$ cat config.mk
export PLATFORM = sky130hd
export DESIGN_NAME = mem_init_seq_flat
export DESIGN_NICKNAME = d
export VERILOG_FILES = /design/src/rtl/mem_init_seq_if.sv /design/src/rtl/mem_init_seq.sv /design/src/flat_wrapper.sv
export SDC_FILE = /design/constraint.sdc
export NUM_CORES = 1
export LEC_CHECK = 0
export BUFFER_PORTS_ARGS = -buffer_cell sky130_fd_sc_hd__buf_2
export CAP_MARGIN = 40
export CELL_PAD_IN_SITES_DETAIL_PLACEMENT = 0
export CELL_PAD_IN_SITES_GLOBAL_PLACEMENT = 1
export CORE_UTILIZATION = 35
export DETAILED_ROUTE_END_ITERATION = 10
export GPL_TIMING_DRIVEN = 0
export MAX_ROUTING_LAYER = met4
export PLACE_DENSITY_LB_ADDON = 0.08
export SETUP_SLACK_MARGIN = 0.2
export SLEW_MARGIN = 25
export SYNTH_ARGS = -nofsm -noshare
export SYNTH_HDL_FRONTEND = slang
export SYNTH_SLANG_ARGS = --single-unit
$ cat constraint.sdc
create_clock -name clock -period 2.8 [get_ports clock]
set_input_delay 0 -clock clock [delete_from_list [all_inputs] [get_ports clock]]
set_output_delay 0 -clock clock [all_outputs]
set_load 0.005 [all_outputs]
$ cat src/rtl/mem_init_seq_if.sv
// Bus bundle between the memory-init sequencer, its controller and the RAM pins.
interface mem_init_seq_if #(
    parameter int unsigned AW = 8,
    parameter int unsigned DW = 8
) ();
    logic          start;
    logic [1:0]    mode;
    logic [DW-1:0] fill_value;
    logic          verify_en;
    logic [DW-1:0] q;
    logic          wren;
    logic [AW-1:0] address;
    logic [DW-1:0] data;
    logic          busy;
    logic          done;
    logic          verify_error;
    logic [AW-1:0] error_addr;

    modport master (
        input  start, mode, fill_value, verify_en, q,
        output wren, address, data, busy, done, verify_error, error_addr
    );

    modport slave (
        output start, mode, fill_value, verify_en, q,
        input  wren, address, data, busy, done, verify_error, error_addr
    );
endinterface

$ cat src/rtl/mem_init_seq.sv
// Memory-initialisation sequencer: fills DEPTH RAM words with a selectable
// pattern, then optionally reads them back and flags the first mismatch.
module mem_init_seq #(
    parameter int unsigned AW       = 8,
    parameter int unsigned DW       = 8,
    parameter int unsigned DEPTH    = 256,
    parameter int unsigned READ_LAT = 1
) (
    input  logic           clock,
    input  logic           restart,
    mem_init_seq_if.master bus
);
    localparam int unsigned CW = AW + 1;
    localparam int unsigned PW = AW + DW;
    localparam int unsigned WW = (READ_LAT < 2) ? 1 : $clog2(READ_LAT + 1);
    localparam logic [CW-1:0] LAST      = CW'(DEPTH - 1);
    localparam logic [WW-1:0] WAIT_LOAD = WW'(READ_LAT);

    typedef enum logic [2:0] {IDLE, FILL, RD_ISSUE, RD_WAIT, DONE} state_t;

    state_t        state;
    logic [CW-1:0] cnt;
    logic [WW-1:0] wait_cnt;
    logic [1:0]    mode_q;
    logic [DW-1:0] fill_q;
    logic          verify_q;

    // Pattern is formed at AW+DW bits so reverse never underflows before truncation.
    function automatic logic [DW-1:0] pattern(input logic [1:0] m,
                                              input logic [DW-1:0] fv,
                                              input logic [CW-1:0] a);
        logic [PW-1:0] ax;
        logic [PW-1:0] fx;
        logic [PW-1:0] r;
        ax = PW'(a);
        fx = PW'(fv);
        case (m)
            2'b00:   r = ax;
            2'b01:   r = fx;
            2'b10:   r = ax ^ fx;
            default: r = PW'(DEPTH - 1) - ax;
        endcase
        return DW'(r);
    endfunction

    always_ff @(posedge clock) begin
        if (restart) begin
            state            <= IDLE;
            cnt              <= '0;
            wait_cnt         <= '0;
            mode_q           <= '0;
            fill_q           <= '0;
            verify_q         <= 1'b0;
            bus.wren         <= 1'b0;
            bus.address      <= '0;
            bus.data         <= '0;
            bus.busy         <= 1'b0;
            bus.done         <= 1'b0;
            bus.verify_error <= 1'b0;
            bus.error_addr   <= '0;
        end else begin
            bus.done <= 1'b0;
            case (state)
                IDLE: begin
                    if (bus.start) begin
                        mode_q           <= bus.mode;
                        fill_q           <= bus.fill_value;
                        verify_q         <= bus.verify_en;
                        bus.verify_error <= 1'b0;
                        bus.error_addr   <= '0;
                        cnt              <= '0;
                        bus.wren         <= 1'b1;
                        bus.address      <= '0;
                        bus.data         <= pattern(bus.mode, bus.fill_value, CW'(0));
                        bus.busy         <= 1'b1;
                        state            <= FILL;
                    end
                end
                FILL: begin
                    if (cnt == LAST) begin
                        cnt         <= '0;
                        bus.wren    <= 1'b0;
                        bus.address <= '0;
                        bus.data    <= '0;
                        if (verify_q) begin
                            state <= RD_ISSUE;
                        end else begin
                            bus.busy <= 1'b0;
                            bus.done <= 1'b1;
                            state    <= DONE;
                        end
                    end else begin
                        cnt         <= cnt + CW'(1);
                        bus.address <= AW'(cnt + CW'(1));
                        bus.data    <= pattern(mode_q, fill_q, cnt + CW'(1));
                    end
                end
                RD_ISSUE: begin
                    wait_cnt <= WAIT_LOAD;
                    state    <= RD_WAIT;
                end
                RD_WAIT: begin
                    if (wait_cnt != WW'(1)) begin
                        wait_cnt <= wait_cnt - WW'(1);
                    end else begin
                        // Only the first mismatch is recorded; later ones leave error_addr alone.
                        if ((bus.q != pattern(mode_q, fill_q, cnt)) && !bus.verify_error) begin
                            bus.verify_error <= 1'b1;
                            bus.error_addr   <= AW'(cnt);
                        end
                        if (cnt == LAST) begin
                            bus.address <= '0;
                            bus.busy    <= 1'b0;
                            bus.done    <= 1'b1;
                            state       <= DONE;
                        end else begin
                            cnt         <= cnt + CW'(1);
                            bus.address <= AW'(cnt + CW'(1));
                            state       <= RD_ISSUE;
                        end
                    end
                end
                DONE: begin
                    state <= IDLE;
                end
                default: begin
                    state <= IDLE;
                end
            endcase
        end
    end
endmodule

$ cat src/flat_wrapper.sv
// flat-port wrapper written by rule: the top's interface ports become plain ports
module mem_init_seq_flat 
#(
    parameter int unsigned AW       = 8,
    parameter int unsigned DW       = 8,
    parameter int unsigned DEPTH    = 256,
    parameter int unsigned READ_LAT = 1
)
  (clock, restart, bus_start, bus_mode, bus_fill_value, bus_verify_en, bus_q, bus_wren, bus_address, bus_data, bus_busy, bus_done, bus_verify_error, bus_error_addr);
  mem_init_seq_if #(.AW(AW), .DW(DW)) bus_i ();
  input  logic clock;
  input  logic restart;
  input wire logic [$bits(bus_i.start)-1:0] bus_start;
  input wire logic [$bits(bus_i.mode)-1:0] bus_mode;
  input wire logic [$bits(bus_i.fill_value)-1:0] bus_fill_value;
  input wire logic [$bits(bus_i.verify_en)-1:0] bus_verify_en;
  input wire logic [$bits(bus_i.q)-1:0] bus_q;
  output wire logic [$bits(bus_i.wren)-1:0] bus_wren;
  output wire logic [$bits(bus_i.address)-1:0] bus_address;
  output wire logic [$bits(bus_i.data)-1:0] bus_data;
  output wire logic [$bits(bus_i.busy)-1:0] bus_busy;
  output wire logic [$bits(bus_i.done)-1:0] bus_done;
  output wire logic [$bits(bus_i.verify_error)-1:0] bus_verify_error;
  output wire logic [$bits(bus_i.error_addr)-1:0] bus_error_addr;
  assign bus_i.start = bus_start;
  assign bus_i.mode = bus_mode;
  assign bus_i.fill_value = bus_fill_value;
  assign bus_i.verify_en = bus_verify_en;
  assign bus_i.q = bus_q;
  assign bus_wren = bus_i.wren;
  assign bus_address = bus_i.address;
  assign bus_data = bus_i.data;
  assign bus_busy = bus_i.busy;
  assign bus_done = bus_i.done;
  assign bus_verify_error = bus_i.verify_error;
  assign bus_error_addr = bus_i.error_addr;
  mem_init_seq #(.AW(AW), .DW(DW), .DEPTH(DEPTH), .READ_LAT(READ_LAT)) u_core (.clock(clock), .restart(restart), .bus(bus_i));
endmodule
* Yosys cells after proc, flatten, opt, wreduce, memory -nomap -nowiden *
Cells that the tools add are included.

word-level totals
  register bits after elaboration = 52
  bits of input ports = 22
  output and inout bits = 28
  logic and storage cells = 98

operators by class
  muxes and demuxes = 45
  add/sub/neg operators = 4
  bitwise gates (word level) = 2
  reduce and logical (&&, ||, !) cells = 18
  equality and inequality tests = 16

operator list
  kind                                                                     count
  8-bit two-way mux                                                        10
  8-bit case mux with 3 select lines                                       3
  8-bit case mux with 2 select lines                                       3
  9-bit two-way mux                                                        4
  9-bit case mux with 3 select lines                                       1
  8-bit subtractor, first input constant                                   2
  8-bit bitwise XOR                                                        2
  3-bit two-way mux                                                        5
  1-bit two-way mux                                                        13
  3-bit case mux with 4 select lines                                       1
  9-bit by 1-bit adder with 9-bit output, second input constant            1
  9-bit by 8-bit == test with 1-bit output, second input constant          1
  3-bit AND reduction                                                      3
  2-bit by 1-bit inequality test with 1-bit output, second input constant  4
  8-bit inequality test                                                    1
  1-bit case mux with 2 select lines                                       4
  4-bit AND reduction                                                      2
  3-bit by 2-bit == test with 1-bit output, second input constant          2
  2-bit inequality test, second input constant                             3
  6-bit AND reduction                                                      1
  2-bit nonzero test                                                       3
  2-bit by 1-bit == test with 1-bit output, second input constant          2
  2-bit == test, second input constant                                     2
  2-bit zero test                                                          2
  9 further kinds                                                          10

* Logic depth before layout (Yosys ltp) *
  word-level depth = 10
  mapped depth = 12
  depth with buffers taken out = 11

* Worst setup path before layout *
OpenSTA, ideal clock, no wires.

  path type = flip-flop to flip-flop
  from = reg u_core.cnt[1]
  to = reg u_core.bus.data[2]
  cell stages (with the launch flop) = 10
  path slack = 485 ps
  data arrival time = 2225 ps
  period minus slack after synthesis = 2315 ps
  buffers on the path = 1
  required time = 2709 ps
  library setup time = 91 ps
  cells stage by stage = dfxtp_1 ha_1 nand3_1 nor2_1 and3_1 ha_1 clkbuf_1 nor3_1 o211ai_1 a311oi_1

between the ends
  cells in the longest elaborated chain, start to end = 5
  elaborated cells on any way between the ends = 7
  those cells by class = 2 x add/sub; 1 x eq/ne; 3 x mux; 1 x bitwise

RTL lines
  element                                                       line                                    RTL
  start, declared                                               mem_init_seq.sv:22                      logic [CW-1:0] cnt;
  start signal, assigned                                        mem_init_seq.sv:93                      cnt <= cnt + CW'(1);
  start signal, assigned                                        mem_init_seq.sv:117                     cnt <= cnt + CW'(1);
  9-bit by 1-bit adder with 9-bit output                        -
  8-bit subtractor / 8-bit bitwise XOR (equally long branches)  mem_init_seq.sv:41, mem_init_seq.sv:40
  8-bit case mux with 3 select lines                            mem_init_seq.sv:37                      case (m)
  8-bit two-way mux *                                           mem_init_seq.sv:80                      if (cnt == LAST) begin
  8-bit case mux with 2 select lines *                          mem_init_seq.sv:63                      case (state)
  end signal, assigned                                          mem_init_seq.sv:74                      bus.data <= pattern(bus.mode, bus.fill_value, CW'(0));
  end signal, assigned                                          mem_init_seq.sv:95                      bus.data <= pattern(mode_q, fill_q, cnt + CW'(1));
  end, declared                                                 mem_init_seq_if.sv:21                   output wren, address, data, busy, done, verify_error, error_addr

Every way passes the cells marked *; elsewhere a longest branch is shown, timed or not.
A chain may end at the register's enable or synchronous reset.

* Final worst setup path *
  from = reg u_core.cnt[1]
  to = reg u_core.cnt[5]

between the ends
  cells in the longest elaborated chain, start to end = 4
  elaborated cells on any way between the ends = 8
  those cells by class = 1 x add/sub; 2 x eq/ne; 4 x mux; 1 x reduce/logical

RTL lines
  element                                 line                                     RTL
  9-bit by 1-bit adder with 9-bit output  mem_init_seq.sv:93, mem_init_seq.sv:117
  9-bit two-way mux                       mem_init_seq.sv:111                      if (cnt == LAST) begin
  9-bit two-way mux                       mem_init_seq.sv:103                      if (wait_cnt != WW'(1)) begin
  9-bit case mux with 3 select lines      mem_init_seq.sv:63

Parallel ways exist; a longest one is shown, timed or not. The select of a mux whose other input is x is not followed.

==> flow_summary.yaml <==
worst_setup_path:
  end_kind: "register"
  path_cells: "ha_1 -> nand3_1 -> nor2_2 -> and3_1 -> ha_1 -> clkbuf_2 -> or3_1 -> or3_1 -> a21oi_1"
  crit_fanout: 9
  cp-start-kind: "register"
  cpMaxStageDelayCell: "or3_1"
  critical_path_class: "reg -> reg"
  arrival_ps: 2710
  cp_data_required_time_ps: 3050
  reg2regPathDepth: 9
  slowest_delay_ps: 470
final_layout:
  layout.cells.non_filler: 525
  fillers: 845
  area_growth_pct: 22.2
  drive_gt1_share_pct: 20.1
  seq_area_sq_um: 1040
  multi_input_area_sq_um: 1630
  nets: 448
  design_area_sq_um: 3440
  diodes: 0
place:
  dpl.hpwl_um: 5980
  routabilityCongestion: 0.769
  placed_area_sq_um: 3200
  dp.cells: 506
  portBuffers: 49
routing:
  vias: 2629
  detail_route.iter0.violations: 203
  routed_via_density: 5.01
  drc_errors: 0
  wl_um: 8080
  postRouteAntennaNets: 0
  drt_pre_antenna_iters: 4
  wl_per_cell_um: 15.4
floorplanning:
  die_w_um: 91.7
  design.core.area_sq_um: 7770
  ios: 50
  dieArea_sq_um: 8410
  chipHeight_um: 91.7
  rows: 32
  start_util_pct: 36.3
logic_synthesis:
  ys_async_sr_fraction_pct: 0
  synth_top_area_share_pct: 36.9
  synth_ff_type: "dfxtp_1"
  syn_nets: 379
  syn_inst: 353
  synth.most_common_cell: "nand2_1"
  synth_common_cells: "53 x nand2_1, 52 x dfxtp_1, 41 x a21oi_1"
  synth_area_per_cell_sq_um: 7.98
  synth_edf_count: 0
  syn_area_sq_um: 2820
  yosys.cell_types.count: 43
  yosysTopAreaCell: "dfxtp_1"
  ys_seq_area_share_pct: 36.9
  synth_seq_cells: 52
  synth_warnings: 0
  yosys-top-cells-area: "dfxtp_1 37%, a21oi_1 7.3%, nand2_1 7.1%"
global_route:
  global_route.overflow_total: 0
  use_met1_pct: 28.2
  grt_pass1_wl_um: 13100
  grtUsageMet3_pct: 2.99
  first_global_vias: 2455
  track_usage_pct: 20.6
  antenna_found_initial: 0
  grt_max_degree: 17
  top_usage_layer: "met2"
  grt_use_met2_pct: 32.1
cts:
  clock-root-buffer: "clkbuf_8"
  insertion_delay_ps: 310
  cts_inserted_buffers: 5
  cts_buffer_depth: 2
  post_cts_buffers: 0
  clkTransAtPathRegs_ps: 100
  cts_tree: "yes"
  clock-sinks: 52
  ctsHtreeMaxLevel: 2
power_and_ir_drop:
  leakagePower_nw: 1.51
  total_power_w: 0.00160
  powerDensity_nw_per_um2: 465
  ir_drop_mv: 0.232
run_status:
  status: "completed"
sta:
  max_clock_freq_ghz: 0.406
  tightest_slew_ps: 665
  setup_viol: 0
  finalCritPeriodShare_pct: 88.0
  timing.hold.ws_ps: 26.2
  slew_violations: 0
  finalHoldViolCount: 0
  skew_ps: 5.46
  rsz0062_at_grt: "false"
  min_period_ps: 2460
  relSlewSlack_pct: 55.7
worst_hold_path:
  hold_class: "in -> reg"
  worstHoldPathCells: 3
flow_run:
  maxCapViolCount: 0
==> state kept, by name, summed over array words and instances (netlist names) <==
name                     count
u_core.wait_cnt              1
u_core.fill_q                8
u_core.bus.data              8
u_core.verify_q              1
u_core.bus.address           8
u_core.state                 3
u_core.cnt                   9
u_core.mode_q                2
u_core.bus.busy              1
u_core.bus.wren              1
u_core.bus.verify_error      1
u_core.bus.error_addr        8
u_core.bus.done              1
==> cells by family (layout without fill, tap and decap cells) <==
| family | after synthesis | count (layout) | synth area share, % |
|---|---|---|---|
| and+or+nand+nor | 132 | 132 | 21.6 |
| AOI/OAI and AO/OA | 90 | 90 | 19.6 |
| DFF | 52 | 52 | 36.9 |
| buffers and inverters | 34 | 104 | 5.33 |
| muxes | 25 | 25 | 9.32 |
| xor gates and xnor gates | 14 | 14 | 4.62 |
| adders and majority gates | 6 | 6 | 2.58 |
==> cell usage in the layout, fill, tap and decap left out, types with 2 or more instances in the layout <==
| cell type | n |
|---|---|
| buf_2 | 54 |
| nand2_1 | 53 |
| dfxtp_1 | 51 |
| a21oi_1 | 41 |
| nor2_1 | 26 |
| o21ai_0 | 16 |
| mux2i_1 | 15 |
| clkbuf_1 | 14 |
| inv_1 | 13 |
| nand2b_1 | 12 |
| dlygate4sd3_1 | 11 |
| mux2_2 | 10 |
| nor3_1 | 10 |
| a22oi_1 | 9 |
| nor2b_1 | 8 |
| xnor2_1 | 7 |
| nand3_1 | 6 |
| and3_1 | 6 |
| xor2_1 | 6 |
| clkbuf_8 | 6 |
| a211oi_1 | 5 |
| or3_1 | 4 |
| ha_1 | 4 |
| a21boi_0 | 3 |
| buf_6 | 2 |
| maj3_2 | 2 |
| a211o_1 | 2 |
| a21o_1 | 2 |
| nand4_1 | 2 |
| a31oi_1 | 2 |
==> area by class of cell <==
cell class | instances | area share (%)
clock buffer | 6 | 2.40
clock inverter | 2 | 1.13
timing repair buffer | 62 | 10.6
buffer | 21 | 2.98
tap | 102 | 3.71
inverter | 13 | 1.42
sequential | 52 | 30.3
multi-input combinational | 267 | 47.5
==> path summary, 6_finish.rpt <==
path / end / slack (ps) / startpoint
worst max-delay path: u_core.cnt[5]$_SDFFE_PP0P_ / 340 / u_core.cnt[1]$_SDFFE_PP0P_
worst min-delay path: u_core.bus.error_addr[0]$_SDFFE_PP0P_ / 30 / restart
worst max register to register: u_core.cnt[5]$_SDFFE_PP0P_ / 340 / u_core.cnt[1]$_SDFFE_PP0P_
worst min register to register: u_core.bus.address[4]$_SDFFE_PP0P_ / 460 / u_core.bus.address[4]$_SDFFE_PP0P_
==> repair_timing <==
item | 4_1_cts | 5_1_grt
endpoints found under the setup margin | 8 | 16
hold endpoints to repair | 11 | 0
gates resized for setup | 1 | 3
hold buffers | 11 | 0
==> routing by layer <==
metal / vias up / share of wire (%)
li1: 1362 / -
met1: 1196 / 50
met2: 64 / 45
met3: 7 / 4.3
met4: 0 / 0.95
met5: - / 0
==> worst max-delay path, delay by kind of cell, from the launching register on <==
kind	cells	cell delay [ps]
AND/OR/NAND/NOR	5	1250
buffers and inverters	1	180
flip-flops	1	380
AO/OA/AOI/OAI	1	140
adder cells (fa/ha/maj)	2	460
==> stage by stage <==
step | setup slack [ps] | setup TNS, ps | util, %
2_1_floorplan | 485 | 0 | -
3_3_place_gp | -148 | -279 | 41.1
3_5_place_dp | 138 | 0 | 41.2
4_1_cts | 266 | 0 | 44.2
5_1_grt | 229 | 0 | 44.3
6_report | 336 | 0 | 44.3
==> power breakdown <==
| part | switching (W) | internal [W] |
|---|---|---|
| Combinational | 0.000139 | 0.000106 |
| Clock | 0.000273 | 0.000293 |
| Sequential | 0.0000219 | 0.000767 |
| Total | 0.000433 | 0.00117 |
Note: power is estimated with default switching activity, not from simulation.
